[config.mk]
export PLATFORM = sky130hd
export DESIGN_NAME = sr_drive_ctrl
export DESIGN_NICKNAME = d
export VERILOG_FILES = /design/src/rtl/sr_drive_ctrl_pkg.sv /design/src/rtl/sr_debounce.sv /design/src/rtl/sr_drive_ctrl.sv
export SDC_FILE = /design/constraint.sdc
export NUM_CORES = 1
export LEC_CHECK = 0
export CAP_MARGIN = 20
export CORE_MARGIN = 5
export CORE_UTILIZATION = 45
export DETAILED_ROUTE_END_ITERATION = 6
export GPL_TIMING_DRIVEN = 0
export PLACE_DENSITY = 0.65
export SLEW_MARGIN = 0
export SYNTH_ARGS = -nofsm -noshare
export SYNTH_HDL_FRONTEND = slang
export SYNTH_SLANG_ARGS = --single-unit
[constraint.sdc]
create_clock -name clk -period 3.3 [get_ports clk]
set_input_delay 0.66 -clock clk [delete_from_list [all_inputs] [get_ports clk]]
set_output_delay 0.66 -clock clk [all_outputs]
set_load 0.01 [all_outputs]
[src/rtl/sr_drive_ctrl_pkg.sv]
// sr_drive_ctrl_pkg: shared FSM state encoding and default parameter values for the SR drive controller.
// Latency: n/a (types and constants only).
// Backpressure: n/a.
package sr_drive_ctrl_pkg;

  localparam int DB_CYCLES_DEF    = 4;
  localparam int PULSE_CYCLES_DEF = 2;
  localparam int CNT_W_DEF        = 4;

  typedef enum logic [1:0] {
    IDLE    = 2'b00,
    DRIVE_S = 2'b01,
    DRIVE_R = 2'b10,
    GAP     = 2'b11
  } state_e;

endpackage

[src/rtl/sr_debounce.sv]
// sr_debounce: 2-FF synchroniser, level debouncer and rising-edge pulse for one raw request line.
// Latency: rise_o pulses 2+DB_CYCLES edges after the first edge sampling a held-high req_i.
// Backpressure: none; rise_o is a single-cycle pulse the consumer must capture.
module sr_debounce
  import sr_drive_ctrl_pkg::*;
#(
  parameter int DB_CYCLES = DB_CYCLES_DEF,
  parameter int CNT_W     = CNT_W_DEF
) (
  input  logic clk,
  input  logic reset,
  input  logic req_i,
  output logic rise_o
);

  localparam logic [CNT_W-1:0] DB_LAST = CNT_W'(DB_CYCLES - 1);
  localparam logic [CNT_W-1:0] CNT_ONE = CNT_W'(1);

  logic             sync1_q;
  logic             sync2_q;
  logic             level_q;
  logic             rise_q;
  logic [CNT_W-1:0] cnt_q;

  // Synchronise, then move the level only after DB_CYCLES consecutive disagreeing samples.
  always_ff @(posedge clk) begin
    if (reset) begin
      sync1_q <= 1'b0;
      sync2_q <= 1'b0;
      level_q <= 1'b0;
      rise_q  <= 1'b0;
      cnt_q   <= '0;
    end else begin
      sync1_q <= req_i;
      sync2_q <= sync1_q;
      rise_q  <= 1'b0;
      if (sync2_q != level_q) begin
        if (cnt_q == DB_LAST) begin
          level_q <= sync2_q;
          rise_q  <= sync2_q;
          cnt_q   <= '0;
        end else begin
          cnt_q <= cnt_q + CNT_ONE;
        end
      end else begin
        cnt_q <= '0;
      end
    end
  end

  assign rise_o = rise_q;

endmodule

[src/rtl/sr_drive_ctrl.sv]
// sr_drive_ctrl: turns raw set/clear push-button requests into clean, mutually exclusive s/r latch pulses.
// Latency: s/r rise 2+DB_CYCLES+1 edges after the first edge sampling a held request; pulse lasts PULSE_CYCLES.
// Backpressure: one pending slot per direction, repeats merge; build macro SR_MON_EN adds the q/q_bar monitor.
module sr_drive_ctrl
  import sr_drive_ctrl_pkg::*;
#(
  parameter int DB_CYCLES    = DB_CYCLES_DEF,
  parameter int PULSE_CYCLES = PULSE_CYCLES_DEF,
  parameter int CNT_W        = CNT_W_DEF
) (
  input  logic clk,
  input  logic reset,
  input  logic set_req,
  input  logic clr_req,
`ifdef SR_MON_EN
  input  logic q,
  input  logic q_bar,
  output logic mon_err,
`endif
  output logic s,
  output logic r,
  output logic busy,
  output logic exp_q
);

  localparam logic [CNT_W-1:0] PULSE_LAST = CNT_W'(PULSE_CYCLES - 1);
  localparam logic [CNT_W-1:0] CNT_ONE    = CNT_W'(1);

  state_e           state_q, state_d;
  logic [CNT_W-1:0] cnt_q, cnt_d;
  logic             pend_s_q, pend_s_d;
  logic             pend_r_q, pend_r_d;
  logic             s_q, r_q, busy_q;
  logic             rise_s, rise_r;

  sr_debounce #(.DB_CYCLES(DB_CYCLES), .CNT_W(CNT_W)) u_db_set (
    .clk    (clk),
    .reset  (reset),
    .req_i  (set_req),
    .rise_o (rise_s)
  );

  sr_debounce #(.DB_CYCLES(DB_CYCLES), .CNT_W(CNT_W)) u_db_clr (
    .clk    (clk),
    .reset  (reset),
    .req_i  (clr_req),
    .rise_o (rise_r)
  );

  // Fold fresh edges into the pending flags, then let IDLE serve clear ahead of set.
  always_comb begin
    state_d  = state_q;
    cnt_d    = cnt_q;
    pend_s_d = pend_s_q | rise_s;
    pend_r_d = pend_r_q | rise_r;
    case (state_q)
      IDLE: begin
        cnt_d = '0;
        if (pend_r_d) begin
          state_d  = DRIVE_R;
          pend_r_d = 1'b0;
        end else if (pend_s_d) begin
          state_d  = DRIVE_S;
          pend_s_d = 1'b0;
        end
      end
      DRIVE_S, DRIVE_R: begin
        if (cnt_q == PULSE_LAST) begin
          state_d = GAP;
          cnt_d   = '0;
        end else begin
          cnt_d = cnt_q + CNT_ONE;
        end
      end
      GAP:     state_d = IDLE;
      default: state_d = IDLE;
    endcase
  end

  // Drives are registered from the next state so they switch on the same edge as the FSM.
  always_ff @(posedge clk) begin
    if (reset) begin
      state_q  <= IDLE;
      cnt_q    <= '0;
      pend_s_q <= 1'b0;
      pend_r_q <= 1'b0;
      s_q      <= 1'b0;
      r_q      <= 1'b0;
      busy_q   <= 1'b0;
      exp_q    <= 1'b0;
    end else begin
      state_q  <= state_d;
      cnt_q    <= cnt_d;
      pend_s_q <= pend_s_d;
      pend_r_q <= pend_r_d;
      s_q      <= (state_d == DRIVE_S);
      r_q      <= (state_d == DRIVE_R);
      busy_q   <= (state_d != IDLE);
      if (state_d == DRIVE_S && state_q != DRIVE_S) begin
        exp_q <= 1'b1;
      end else if (state_d == DRIVE_R && state_q != DRIVE_R) begin
        exp_q <= 1'b0;
      end
    end
  end

`ifdef SR_MON_EN
  // The latch has settled by GAP; any disagreement with the commanded state sticks until reset.
  always_ff @(posedge clk) begin
    if (reset) begin
      mon_err <= 1'b0;
    end else if (state_q == GAP && (q != exp_q || q_bar != ~exp_q)) begin
      mon_err <= 1'b1;
    end
  end
`endif

  assign s    = s_q;
  assign r    = r_q;
  assign busy = busy_q;

endmodule

==> results of run 1 <==
==> state kept, by name, summed over array words and instances (netlist names), 2 cells and up <==
| register | cells |
|---|---|
| u_db_clr.cnt_q | 4 |
| u_db_set.cnt_q | 4 |
| cnt_q | 4 |
| state_q | 2 |
==> layout by cell type, fill, tap and decap left out, types with 2 or more instances in the layout <==
master	n
clkbuf_4	3
xor2_1	3
nand2_1	4
ha_1	8
xnor2_1	5
nor3b_2	3
nor2b_1	6
clkdlybuf4s50_1	7
nor3_1	2
dfxtp_1	28
a21oi_1	4
or3_1	6
inv_1	8
and3_1	2
o21ai_0	2
mux2i_1	2
nor3b_1	2
nand3_1	2
nor2_1	20
==> per-layer routing <==
metal	global-route usage, %	up-vias
met5	0	-
met4	6.50	0
met2	18.5	10
met3	2.55	6
met1	13.0	344
li1	-	412
==> area by class of cell <==
cell class                      instances  area, um^2  area share, %
Sequential cell                        28         561           43.0
Multi-Input combinational cell         80         561           43.0
Timing Repair Buffer                    7        70.1           5.37
Tap cell                               30        37.5           2.88
Clock buffer                            4        36.3           2.78
Inverter                                8        30.0           2.30
Buffer                                  2        8.76          0.672
==> logic make-up (layout without fill, tap and decap cells) <==
group	count (synthesis)	after routing	share of synthesized area, %
xor+xnor	8	8	6.04
compound gates	11	11	6.69
fa+ha+maj	8	8	8.63
flops	28	28	48.3
buf+inv	10	21	3.34
mux	2	2	1.73
simple gates	51	51	25.2
==> worst max-delay path by stage <==
stage	start	endpoint	depth (start not counted)
final	exp_q$_SDFFE_PP0P_	exp_q	1
after global routing	exp_q$_SDFFE_PP0P_	exp_q	1
after CTS	exp_q$_SDFFE_PP0P_	exp_q	1
after detailed placement	reset	pend_s_q$_SDFF_PP0_	4
after global placement	reset	pend_s_q$_SDFF_PP0_	4
after floorplan	state_q[0]$_SDFF_PP0_	exp_q$_SDFFE_PP0P_	6
==> where the power goes <==
group | leakage [nW] | switching (mW) | total (mW) | internal, mW
sequential | 0.227 | 0.00594 | 0.354 | 0.348
clock | 0.0210 | 0.0983 | 0.166 | 0.0677
combinational | 0.245 | 0.0316 | 0.0638 | 0.0322
total | 0.493 | 0.136 | 0.584 | 0.448
==> through the flow <==
step           power (mW)  hold WS [ns]  instance area (um^2)
6_report            0.584         0.456                  1300
5_1_grt             0.617         0.481                  1300
4_1_cts             0.595         0.461                  1300
3_5_place_dp        0.426         0.432                  1270
3_3_place_gp        0.423         0.420                  1270
2_1_floorplan       0.404         0.414                  1160
==> impl_metrics.ini, run 1 <==
[min_path]
min_path_cells = 1
holdCritPathClass = flip-flop to flip-flop
whs_endpoint = u_db_clr.sync2_q$_SDFF_PP0_
worstHoldStart = u_db_clr.sync1_q$_SDFF_PP0_

[cells_and_area]
utilization_pct = 52.6
drive_above_1_share_pct = 8.53
syn2layout_area_growth_pct = 12.4
nets = 142
stdcell_count = 159
fillers = 253
n_antenna_cell = 0

[timing]
rsz0062_at_grt = false
post-route-min-period_ns = 1.88
relSlewSlack_pct = 69.5
maxClockFrequency_mhz = 532
setup_viol = 0
hold_violations = 0
setup_ws_ns = 1.42
tns_ns = 0
period_share_pct = 57.0
worst_pin_slew_ns = 0.458
finalMaxSlewViolations = 0
finalClockSkew_ns = 0.000824

[logic_synthesis]
yosysMostFrequentCell = dfxtp_1
async_flop_share_pct = 0
postSynthCellCount = 118
syn_area_per_cell_um2 = 9.83
synthFlopType = dfxtp_1
synth_top_area_share_pct = 48.3
yosys_warnings = 0
synth_edf_count = 0
yosys_register_bits = 28
synthDistinctLibCells = 28
synthTopCellsByArea = dfxtp_1 (48%), ha_1 (8.6%), nor2_1 (6.5%)
synth_nets = 130
synth_largest_area_cell = dfxtp_1
ys_seq_area_share_pct = 48.3
synthTopCellsByCount = dfxtp_1 (28), nor2_1 (20), ha_1 (8), inv_1 (8)
syn_area_um2 = 1160

[worst_setup_path]
cp_slowest_stage_delay_ns = 0.54
crit_fanout = 2
slowest_stage = clkdlybuf4s50_1
r2r_slack_ns = 1.61
arrival_ns = 1.22
cpLargestDelayFamily = buffers and inverters
timing.rr.end = exp_q$_SDFFE_PP0P_
r2r.worst_path.cells = 6
worstSetupPathType = flip-flop to output port
end_kind = output port
reg2reg_from = state_q[0]$_SDFF_PP0_
cp_cell_sequence = clkdlybuf4s50_1
crit_buf_inv = 1
crit_required_ns = 2.64
start_kind = flip-flop

[placement]
place_inst = 155
place_ws_ns = 1.21
dp_hpwl_mm = 1.37
gp_congestion = 0.688
port_buffers = 7

[floorplanning]
die_area_um2 = 3690
pin_count = 8
initial_core_util_pct = 46.8
die_h_um = 60.8
die_w_um = 60.8
fp.coreArea_um2 = 2480
row_count = 18

[clocking]
cts_inserted_buffers = 3
hold_buffers = 0
cts_sinks = 28
cts_setup_buffers = 0
clockRootBuffer = clkbuf_4
clk_pin_slew_ns = 0.14
clockBufferDepth = 2
cts_tree = done
clkLatencyLatePin_ns = 0.33
htreeDepth = 1
ctsResizeCount = 0

[global_routing]
grt_pass1_wl_mm = 2.98
grt_pass1_vias = 737
grt_usage_pct = 11.1
grt-ovfl-total = 0
grt_max_degree = 16
antenna_found_initial = 0

[power]
powerDensity_nw_per_um2 = 448
vdd.ir_drop.worst_mv = 0.373
leakagePower_nw = 0.493

[detailed_routing]
drt_first_pass_iters = 4
routed_wirelength_mm = 1.80
route.vias.total = 772
routed.top_layer = met4
met2_wirelength_um = 835
drt_iter0_drc = 15
met3_length_um = 62
drt-vias-per-instance = 4.86
met1_length_um = 859
ant_nets = 0
drcViolationCount = 0
routedWlPerCell_um = 11.3

[flow_run]
drv_cap = 0

[run_status]
outcome = finished, final reports clean
Power figures use the tool's default switching activity.
==> run 2, diff against run 1 <==
--- a/config.mk
+++ b/config.mk
@@ -10,7 +10,7 @@
 export CORE_UTILIZATION = 45
 export DETAILED_ROUTE_END_ITERATION = 6
 export GPL_TIMING_DRIVEN = 0
-export PLACE_DENSITY = 0.65
+export PLACE_DENSITY = 0.67
 export SLEW_MARGIN = 0
 export SYNTH_ARGS = -nofsm -noshare
 export SYNTH_HDL_FRONTEND = slang
==> constraint.sdc (replaced) <==
create_clock -name clk -period 1.6 [get_ports clk]
set_input_delay 0.32 -clock clk [delete_from_list [all_inputs] [get_ports clk]]
set_output_delay 0.32 -clock clk [all_outputs]
set_load 0.01 [all_outputs]
==> impl_metrics.ini, run 2 (same netlist as run 1, synthesis figures left out) <==
[worst_setup_path]
reg2reg_from = state_q[1]$_SDFF_PP0_
r2r.worst_path.cells = 6
crit_fanout = 5
critical_path_depth = 6
r2r_slack_ns = 0.04
worstSetupPathType = flip-flop to flip-flop
timing.rr.end = exp_q$_SDFFE_PP0P_
start_kind = flip-flop
cp_cell_sequence = inv_1, ha_4, inv_1, or3_1, o221ai_1, a31o_1
slowest_stage = dfxtp_4
worstSetupEndpoint = exp_q$_SDFFE_PP0P_
crit_required_ns = 1.87
cp_common_cell = inv_1
cpLargestDelayFamily = flip-flops
end_kind = flip-flop
crit_buf_inv = 2
arrival_ns = 1.83
critPathLaunch = state_q[1]$_SDFF_PP0_
cp_slowest_stage_delay_ns = 0.40

[power]
leakagePower_nw = 0.512
swShare_pct = 21.5
p_switching_uw = 290
powerDensity_nw_per_um2 = 985
vdd.ir_drop.worst_mv = 0.650
p_clk_share_pct = 33.6
power_frac_seq_pct = 53.9
combPwrFrac_pct = 12.4
power.internal_mw = 1.06

[floorplanning]
die_area_um2 = 3690
initial_core_util_pct = 46.8
row_count = 18
die_w_um = 60.8
die_h_um = 60.8
fp.coreArea_um2 = 2480
pin_count = 8

[detailed_routing]
route.vias.total = 805
drt-vias-per-instance = 5.00
drcViolationCount = 0
drt_iter0_drc = 15
routed_wirelength_mm = 1.88
routedWlPerCell_um = 11.7
drt_first_pass_iters = 4
ant_nets = 0

[clocking]
clockRootBuffer = clkbuf_4
htreeDepth = 1
clockBufferDepth = 2
cts_tree = done
cts_sinks = 28
clkLatencyLatePin_ns = 0.32
clk_pin_slew_ns = 0.15
cts_inserted_buffers = 3

[flow_run]
drv_cap = 0

[cells_and_area]
multiInputGateArea_um2 = 592
utilization_pct = 55.5
fin_area_um2 = 1370
final_common_cell = dfxtp_1
register_area_um2 = 568
fillers = 224
n_antenna_cell = 0
nets = 144
drive_above_1_share_pct = 12.2
top_regs = cnt_q (4), u_db_clr.cnt_q (4), u_db_set.cnt_q (4)
stdcell_count = 161
syn2layout_area_growth_pct = 18.4
final_cell_mix = dfxtp_1 (26), nor2_1 (20), inv_1 (8)

[global_routing]
grt_pass1_vias = 750
grt_max_degree = 17
grt_usage_pct = 11.1
grt_pass1_wl_mm = 3.15
antenna_found_initial = 0
grt-ovfl-total = 0

[timing]
worst_pin_slew_ns = 0.432
hold_violations = 0
period_share_pct = 97.4
setup_ws_ns = 0.0423
post-route-min-period_ns = 1.56
finalClockSkew_ns = 0.00703
finalMaxSlewViolations = 0
setup_viol = 0
relSlewSlack_pct = 71.2
maxClockFrequency_mhz = 642

[placement]
place_ws_ns = -0.103
place_area_um2 = 1270
port_buffers = 7
place_inst = 155
dp_hpwl_mm = 1.33
gp_congestion = 0.723

[run_status]
outcome = finished, final reports clean

[min_path]
holdCritPathClass = flip-flop to flip-flop
## run 2: changes by cell type in the layout (fill, tap and decap cells not counted), sizes merged
cell and change:
bufinv +1, clkbuf -1, buf +2
## run 2: timing repair
item / CTS / global route
resized for setup: 2 / 6
endpoints found under the setup margin: 2 / 5
hold buffers: 0 / 0
setup buffers: 0 / 2
gates cloned: 0 / 0
## run 2: cell type report
type | instances | area share (%)
multi-input combinational | 80 | 43.1
tap | 30 | 2.73
sequential | 28 | 41.3
clock inverter | 1 | 2.19
buffer | 2 | 0.638
inverter | 8 | 2.19
timing repair buffer | 9 | 6.19
clock buffer | 3 | 1.64
## run 2: worst min-delay path by stage
| stage | cells past startpoint | slack, ns | endpoint | start |
|---|---|---|---|---|
| final | 1 | 0.45 | u_db_set.cnt_q[0]$_SDFF_PP0_ | u_db_set.cnt_q[0]$_SDFF_PP0_ |
| after global routing | 1 | 0.46 | u_db_set.sync2_q$_SDFF_PP0_ | u_db_set.sync1_q$_SDFF_PP0_ |
| after CTS | 1 | 0.46 | u_db_set.cnt_q[0]$_SDFF_PP0_ | u_db_set.cnt_q[0]$_SDFF_PP0_ |
| after detailed placement | 1 | 0.43 | u_db_clr.sync2_q$_SDFF_PP0_ | u_db_clr.sync1_q$_SDFF_PP0_ |
| after global placement | 1 | 0.42 | u_db_clr.sync2_q$_SDFF_PP0_ | u_db_clr.sync1_q$_SDFF_PP0_ |
| after floorplan | 1 | 0.41 | u_db_clr.sync2_q$_SDFF_PP0_ | u_db_clr.sync1_q$_SDFF_PP0_ |
## run 2: layer usage
metal | vias up | global-route usage, % | share of wire, %
met5 | - | 0 | 0
met4 | 0 | 3.72 | 1.7
met3 | 4 | 1.91 | 2.1
met2 | 7 | 19.7 | 49
met1 | 377 | 13.6 | 47
li1 | 417 | - | -
## run 2: power by group through the flow
stage | Sequential [mW] | Clock, mW | Combinational [mW]
detailed placement | 0.746 | 0 | 0.133
floorplan | 0.747 | 0 | 0.0860
finish | 0.730 | 0.455 | 0.168
global placement | 0.745 | 0 | 0.129
CTS | 0.732 | 0.466 | 0.134
global route | 0.734 | 0.500 | 0.186
## run 2: metrics by stage
stage | hold slack [ns] | total power, mW | TNS (ns)
floorplan | 0.414 | 0.833 | 0
global placement | 0.419 | 0.873 | -0.769
detailed placement | 0.429 | 0.879 | -0.777
CTS | 0.458 | 1.33 | 0
global route | 0.456 | 1.42 | -0.0470
finish | 0.454 | 1.35 | 0
